File: src/rtl/cic_comb_decimator.sv
// rtl/cic_comb_decimator.sv - CIC decimator comb section; optional rounding via CIC_COMB_ROUND_EN
module cic_comb_decimator #(
  parameter int IW = 16,
  parameter int OW = 16,
  parameter int R  = 4,
  parameter int N  = 2,
  parameter int M  = 1
) (
  input  logic          i_clk,
  input  logic          i_reset,
  input  logic [IW-1:0] i_data,
  input  logic          i_ready,
  output logic [OW-1:0] o_data,
  output logic          o_ready
);

  localparam int CW = (R > 1) ? $clog2(R) : 1;
  localparam logic [CW-1:0] CNT_LAST = CW'(R - 1);

  logic [CW-1:0] count;
  logic [IW-1:0] dec_data;
  logic          dec_valid;

  logic [IW-1:0] dly      [N][M];
  logic [IW-1:0] stg_data [N];
  logic [N-1:0]  stg_valid;
  logic [IW-1:0] stg_in   [N];
  logic [N-1:0]  stg_in_valid;

  logic [IW-1:0] stg_last;
  logic [OW-1:0] out_next;

  // Decimation: count accepted samples and keep the R-th one
  always_ff @(posedge i_clk) begin
    if (i_reset) begin
      count     <= '0;
      dec_data  <= '0;
      dec_valid <= 1'b0;
    end else begin
      dec_valid <= 1'b0;
      if (i_ready) begin
        if (count == CNT_LAST) begin
          count     <= '0;
          dec_data  <= i_data;
          dec_valid <= 1'b1;
        end else begin
          count <= count + 1'b1;
        end
      end
    end
  end

  // Chain routing: stage 0 is fed by the decimation register, stage k by stage k-1
  always_comb begin
    stg_in[0]       = dec_data;
    stg_in_valid[0] = dec_valid;
    for (int k = 1; k < N; k++) begin
      stg_in[k]       = stg_data[k-1];
      stg_in_valid[k] = stg_valid[k-1];
    end
  end

  // Comb stages: y = x - x[n-M] with wrap-around; delay lines move only on valid input
  always_ff @(posedge i_clk) begin
    if (i_reset) begin
      stg_valid <= '0;
      for (int k = 0; k < N; k++) begin
        stg_data[k] <= '0;
        for (int j = 0; j < M; j++) begin
          dly[k][j] <= '0;
        end
      end
    end else begin
      stg_valid <= stg_in_valid;
      for (int k = 0; k < N; k++) begin
        if (stg_in_valid[k]) begin
          stg_data[k] <= stg_in[k] - dly[k][M-1];
          dly[k][0]   <= stg_in[k];
          for (int j = 1; j < M; j++) begin
            dly[k][j] <= dly[k][j-1];
          end
        end
      end
    end
  end

  assign stg_last = stg_data[N-1];

  // Width reduction. Adding half an output LSB and truncating equals the top
  // bits plus the first discarded bit, wrapping in OW bits.
  generate
    if (OW < IW) begin : g_reduce
`ifdef CIC_COMB_ROUND_EN
      assign out_next = stg_last[IW-1:IW-OW] + OW'(stg_last[IW-OW-1]);
`else
      assign out_next = stg_last[IW-1:IW-OW];
`endif
    end else begin : g_full
      assign out_next = stg_last;
    end
  endgenerate

  // Output register: load on last-stage valid, strobe o_ready for one cycle
  always_ff @(posedge i_clk) begin
    if (i_reset) begin
      o_data  <= '0;
      o_ready <= 1'b0;
    end else begin
      o_ready <= stg_valid[N-1];
      if (stg_valid[N-1]) begin
        o_data <= out_next;
      end
    end
  end

endmodule

File: config.mk
export PLATFORM = sky130hd
export DESIGN_NAME = cic_comb_decimator
export DESIGN_NICKNAME = d
export VERILOG_FILES = /design/src/rtl/cic_comb_decimator.sv
export SDC_FILE = /design/constraint.sdc
export NUM_CORES = 1
export LEC_CHECK = 0
export ABC_AREA = 1
export CORE_MARGIN = 2
export CORE_UTILIZATION = 40
export CTS_CLUSTER_DIAMETER = 80
export DETAILED_ROUTE_END_ITERATION = 7
export GPL_TIMING_DRIVEN = 0
export PLACE_DENSITY_LB_ADDON = 0.08
export REMOVE_ABC_BUFFERS = 1
export SLEW_MARGIN = 10
export SYNTH_ARGS = -nofsm -noshare
export SYNTH_HDL_FRONTEND = slang
export SYNTH_SLANG_ARGS = --single-unit
File: constraint.sdc
create_clock -name i_clk -period 2.47 [get_ports i_clk]
set_clock_uncertainty 0.1 [all_clocks]
set_input_delay 0.247 -clock i_clk [delete_from_list [all_inputs] [get_ports i_clk]]
set_output_delay 0.247 -clock i_clk [all_outputs]
set_load 0.01 [all_outputs]
==> out/qor.txt, run 1 <==
first-pass iteration count of the detailed router: 5
vias: 4084
CTS tree: built
routed length per instance: 11.03 um
Setup Viol. Count Final: 0
required time worst endpoint: 2490 ps
Slew Viols, Final: 0
largest net degree at the start of global routing: 42
nature of the critical path endpoint: register
hold crit path type: in -> reg
Crit Path Class: reg -> reg
final net count: 798
Tot GR Track Use: 14.81%
pwr dens: 578.7 nW/um2
final worst setup slack: 425.3 ps
number of vias per cell: 4.406
initial antenna violation count: 0
Post-CTS Hold Buffers: 0
Final Hold Viols: 0
main flop type after synthesis: edfxtp_1
sum of buffers and inverters on the critical path: 1
grt total ovfl: 0
dpl hpwl: 7082 um
sequential fraction of the synthesis area: 48.77%
Syn Inst Count: 711
post-cts sizing count: 0
number of antenna diodes: 0
Top Family by Delay on Critical Path: adder cells
status: completed
CP max FO: 3
DRT antenna net count: 0
WL final: 10220 um
Placer Congestion: 0.8537
Max Fclk: 489.1 MHz
max incr delay on CP: 380 ps
vias in the first global route: 3867
max cap viols: 0
H-Tree Depth: 3
Inserted Clock Buffers: 9
Netlist Area Pre-Place: 5500 um2
floorplan die height: 121.3 um
Most common cell on crit path: nand2_1
EDFF count, synth: 64
initial DRC count: 193
startpoint types: register
clk slew on worst S/H paths: 70 ps
core area: 13350 um2
Worst IR Drop VDD: 0.0002943 V
cell taking the most area after synthesis: edfxtp_1
count leader, synth: nand2_1
Final period util: 82.78%
post-synthesis adder-cell area fraction: 7.780%
Post-synth ARST share: 0%
I/O Buffers: 35
row cnt: 42
largest family of logic cells by synthesized area: simple AND/OR/NAND/NOR gates
yosys synthesis warning count: 0
Synth Area in Compound Gates: 7.234%
Final Core Density: 47.19%
pre-CTS WS: -278.1 ps
Layout Cells excl Fill: 927
drc violations: 0
die area: 14710 um2
post-synthesis xor/xnor area fraction: 0.4777%
clock sink count: 102
fraction of the mapped netlist area in simple logic gates: 23.89%
IO Pins: 36
placed insts: 910
Avg Cell Area, Syn: 7.736 um2
Root Driver: clkbuf_16
clock latency on the worst-skew pair: 350 ps
Bufs on Longest Clock Path: 2
top-area cell type share of the netlist area: 34.94%
CP Data Arrival Time: 2060 ps
starting density of the core: 41.21%
layout cells sized above 1: 4.128%
Distinct cells, synth: 32
die outline width: 121.3 um
total power draw: 3.645 mW
first-pass GRT wire length: 17010 um
most instantiated cells after synthesis: nand2_1, inv_1, nor2_1
Tmin final: 2045 ps
RSZ-0062 raised after global routing: false
Leak: 2.967 nW
crit-path cells: ha_1, fa_1, inv_1, nand2_1, o21ai_0, nand2_1, nand3_1, nand2_1, nand2_1, nor2_1
post-CTS setup repair buffer count: 0
top area cells in the synthesized netlist: edfxtp_1, dfxtp_1, nand2_1
mux cell area share after synthesis: 0%
Layout area overhead: 14.51%
worst-margin pin slew: 960.2 ps
synthesized flop and latch total: 102
Rel. slew slack: 35.92%
hold_ws: 358.1 ps
Slowest cell on crit path: edfxtp_1
-- logic make-up after synthesis --
logic type,count (synthesis)
and+or+nand+nor,329
adders and majority gates,33
xor gates and xnor gates,3
AOI/OAI and AO/OA,79
buffers and inverters,165
DFF,102
-- sequential cells by signal (all words and copies together) (netlist names) --
signal,cells
stg_data,32
stg_valid,2
o_data,16
dec_data,16
dec_valid,1
dly,32
o_ready,1
count,2
-- layout make-up --
cell class	instances	area, um2
inverter	153	576.8
fill	1378	7049
timing repair buffer	35	350.3
clock inverter	6	62.56
tap	176	220.2
clock buffer	10	229.0
multi-input combinational	445	2177
sequential	102	2683
-- per-stage QoR --
stage | TNS (ps) | area (um2)
floorplan | 0 | 5425
global placement | -29360 | 5996
detailed placement | -5964 | 6001
CTS | 0 | 6292
global route | 0 | 6299
finish | 0 | 6299
-- power by group --
group	total (mW)	internal, mW	switching [mW]	leakage, nW
sequential	1.88	1.86	0.0199	0.968
clock	1.41	0.782	0.624	0.136
combinational	0.362	0.129	0.233	1.86
-- worst register-to-register path, delay by kind of cell, from the launching register on --
family                   cells  cell delay, ps
AO/OA/AOI/OAI                1             210
AND/OR/NAND/NOR              6             420
adder cells (fa/ha/maj)      2             590
flip-flops                   1             380
buffers and inverters        1             100
-- layer usage --
layer | routed length, um | vias to the layer above | track usage, %
met4 | 259 | 0 | 6.394
met5 | 0 | - | 0
li1 | - | 2272 | -
met2 | 4807 | 55 | 25.63
met1 | 4806 | 1741 | 17.60
met3 | 349 | 16 | 3.383
-- cells in the final DEF (no fill, tap or decap), drive strengths merged, types with 2 or more instances in the layout --
master / instances
xor2: 2
a21oi: 36
clkinv: 4
or2: 2
nor3: 6
clkinvlp: 2
fa: 2
clkbuf: 10
o21ai: 42
dfxtp: 38
nor2: 117
ha: 31
nand4: 3
clkdlybuf4s50: 35
inv: 152
nand3: 19
nand2: 180
edfxtp: 64
-- final timing paths --
kind,startpoint,end,slack (ps),cells past startpoint
max reg2reg,dly[0][0]$_SDFFCE_PN0P_,stg_data[0][12]$_SDFFCE_PN0P_,430,10
min,i_data[5],dec_data[5]$_SDFFE_PP0P_,360,3
max,dly[0][0]$_SDFFCE_PN0P_,stg_data[0][12]$_SDFFCE_PN0P_,430,10
min reg2reg,stg_data[1][2]$_SDFFCE_PN0P_,o_data[2]$_SDFFE_PP0P_,370,2
Power figures use the tool's default switching activity.
==> inputs of run 2 (changes only) <==
- clock period: 2.47 -> 1.8 ns (I/O delays scaled with it)
==> out/qor.txt, run 2 (synthesized netlist as in run 1, its figures left out) <==
Multi-input gate area: 2836 um2
die area: 14710 um2
commonest non-fill, non-tap cells in the layout: inv_1, nand2_1, nor2_1
initial antenna violation count: 0
Bufs on Longest Clock Path: 2
I/O Buffers: 35
failing checks: setup timing
CP max FO: 3
number of vias per cell: 4.529
Final Core Density: 53.28%
RSZ-0062 raised after global routing: true
row cnt: 42
final net count: 818
clock sink count: 102
min-delay src: i_data[5]
Placed Area: 6001 um2
Slew Viols, Final: 0
Tmin final: 1876 ps
Root Driver: clkbuf_16
vias: 4289
status: finished, violations left
nature of the critical path endpoint: register
pre-CTS WS: -881.1 ps
floorplan die height: 121.3 um
core area: 13350 um2
FF+latch area: 2683 um2
Tot GR Track Use: 16.26%
Rel. slew slack: 46.03%
crit path from: dly[0][0]$_SDFFCE_PN0P_
drc violations: 0
Max Fclk: 533.0 MHz
grt total ovfl: 0
DRT antenna net count: 0
Leak: 3.123 nW
worst-margin pin slew: 808.7 ps
Worst IR Drop VDD: 0.0004174 V
layout cells sized above 1: 21.79%
CP Data Arrival Time: 1890 ps
Layout area overhead: 29.30%
Crit Path Class: reg -> reg
routed wl met2: 5717 um
pwr dens: 735.9 nW/um2
CTS tree: built
die outline width: 121.3 um
fill count: 1306
clock latency on the worst-skew pair: 350 ps
most common cell after layout, fill and taps aside: inv_1
Total Negative Setup Slacks: -849.8 ps
required time worst endpoint: 1810 ps
Setup Viol. Count Final: 40
Inserted Clock Buffers: 9
total power draw: 5.234 mW
Largest regs: dly: 32 flops, stg_data: 32 flops
dpl hpwl: 7082 um
hold crit path type: in -> reg
RR Startpoint: dly[0][0]$_SDFFCE_PN0P_
routed wl met3: 312 um
M1 WL: 5189 um
WL final: 11450 um
max cap viols: 0
largest net degree at the start of global routing: 33
startpoint types: register
Placer Congestion: 0.8537
first-pass iteration count of the detailed router: 4
top routing layer in use: met4
routed length per instance: 12.09 um
vias in the first global route: 4041
first-pass GRT wire length: 18570 um
final design instance area without fill: 7112 um2
IO Pins: 36
clk slew on worst S/H paths: 70 ps
Final Hold Viols: 0
starting density of the core: 41.21%
initial DRC count: 237
Final period util: 104.2%
H-Tree Depth: 3
final worst setup slack: -76.14 ps
number of antenna diodes: 0
## run 2: cell types whose count changed in the layout (fill, tap and decap cells not counted), moves of 6 or more
cell     delta
nand2_1    -41
nand2_2    +29
ha_1       -25
ha_4       +24
buf_4      +18
a21oi_1    -17
a21oi_2    +15
inv_1      -12
nand2_4    +12
inv_2      +11
nand3_1     -7
nand3_2     +6
## run 2: cell type report
type | count | area share [%]
Sequential cell | 102 | 37.72
Timing Repair Buffer | 54 | 6.985
Clock inverter | 6 | 0.8797
Multi-Input combinational cell | 446 | 39.88
Inverter | 153 | 8.216
Clock buffer | 10 | 3.220
Tap cell | 176 | 3.096
## run 2: timing repair
action | 4_1_cts | 5_1_grt
hold buffers | 0 | 0
cloned | 2 | 0
setup buffers | 7 | 12
resized for setup | 42 | 105
setup endpoints to repair | 140 | 111
pin swaps | 12 | 44
## run 2: routing by layer
layer	global-route usage, %	vias up
met4	6.394	0
met2	28.05	51
met5	0	-
met3	3.383	13
li1	-	2315
met1	19.85	1910
## run 2: power breakdown
group / internal (mW) / leakage [nW] / switching [mW]
Sequential: 2.55 / 0.968 / 0.0363
Clock: 1.07 / 0.136 / 0.862
Combinational: 0.299 / 2.02 / 0.415
Total: 3.92 / 3.12 / 1.31
## run 2: final timing paths
check                                                      to  depth (start not counted)  slack (ps)
worst max-delay path            stg_data[0][14]$_SDFFCE_PN0P_                          8         -80
worst max register to register  stg_data[0][14]$_SDFFCE_PN0P_                          8         -80
worst min register to register         o_data[2]$_SDFFE_PP0P_                          2         370
worst min-delay path                 dec_data[5]$_SDFFE_PP0P_                          3         290
## run 2: worst max-delay path: stages (launching register included)
cell and delay, ps:
edfxtp_1 420, ha_4 190, fa_2 330, inv_2 90, nand4_1 110, nand2_2 140
nand2_2 70, a21oi_2 130, nor2_1 50
## run 2: stage by stage
step / hold WS (ps) / instances
after floorplan: 152.4 / 699
after global placement: 352.6 / 910
after detailed placement: 358.1 / 910
after CTS: 275.7 / 935
after global routing: 298.0 / 947
final: 288.1 / 947
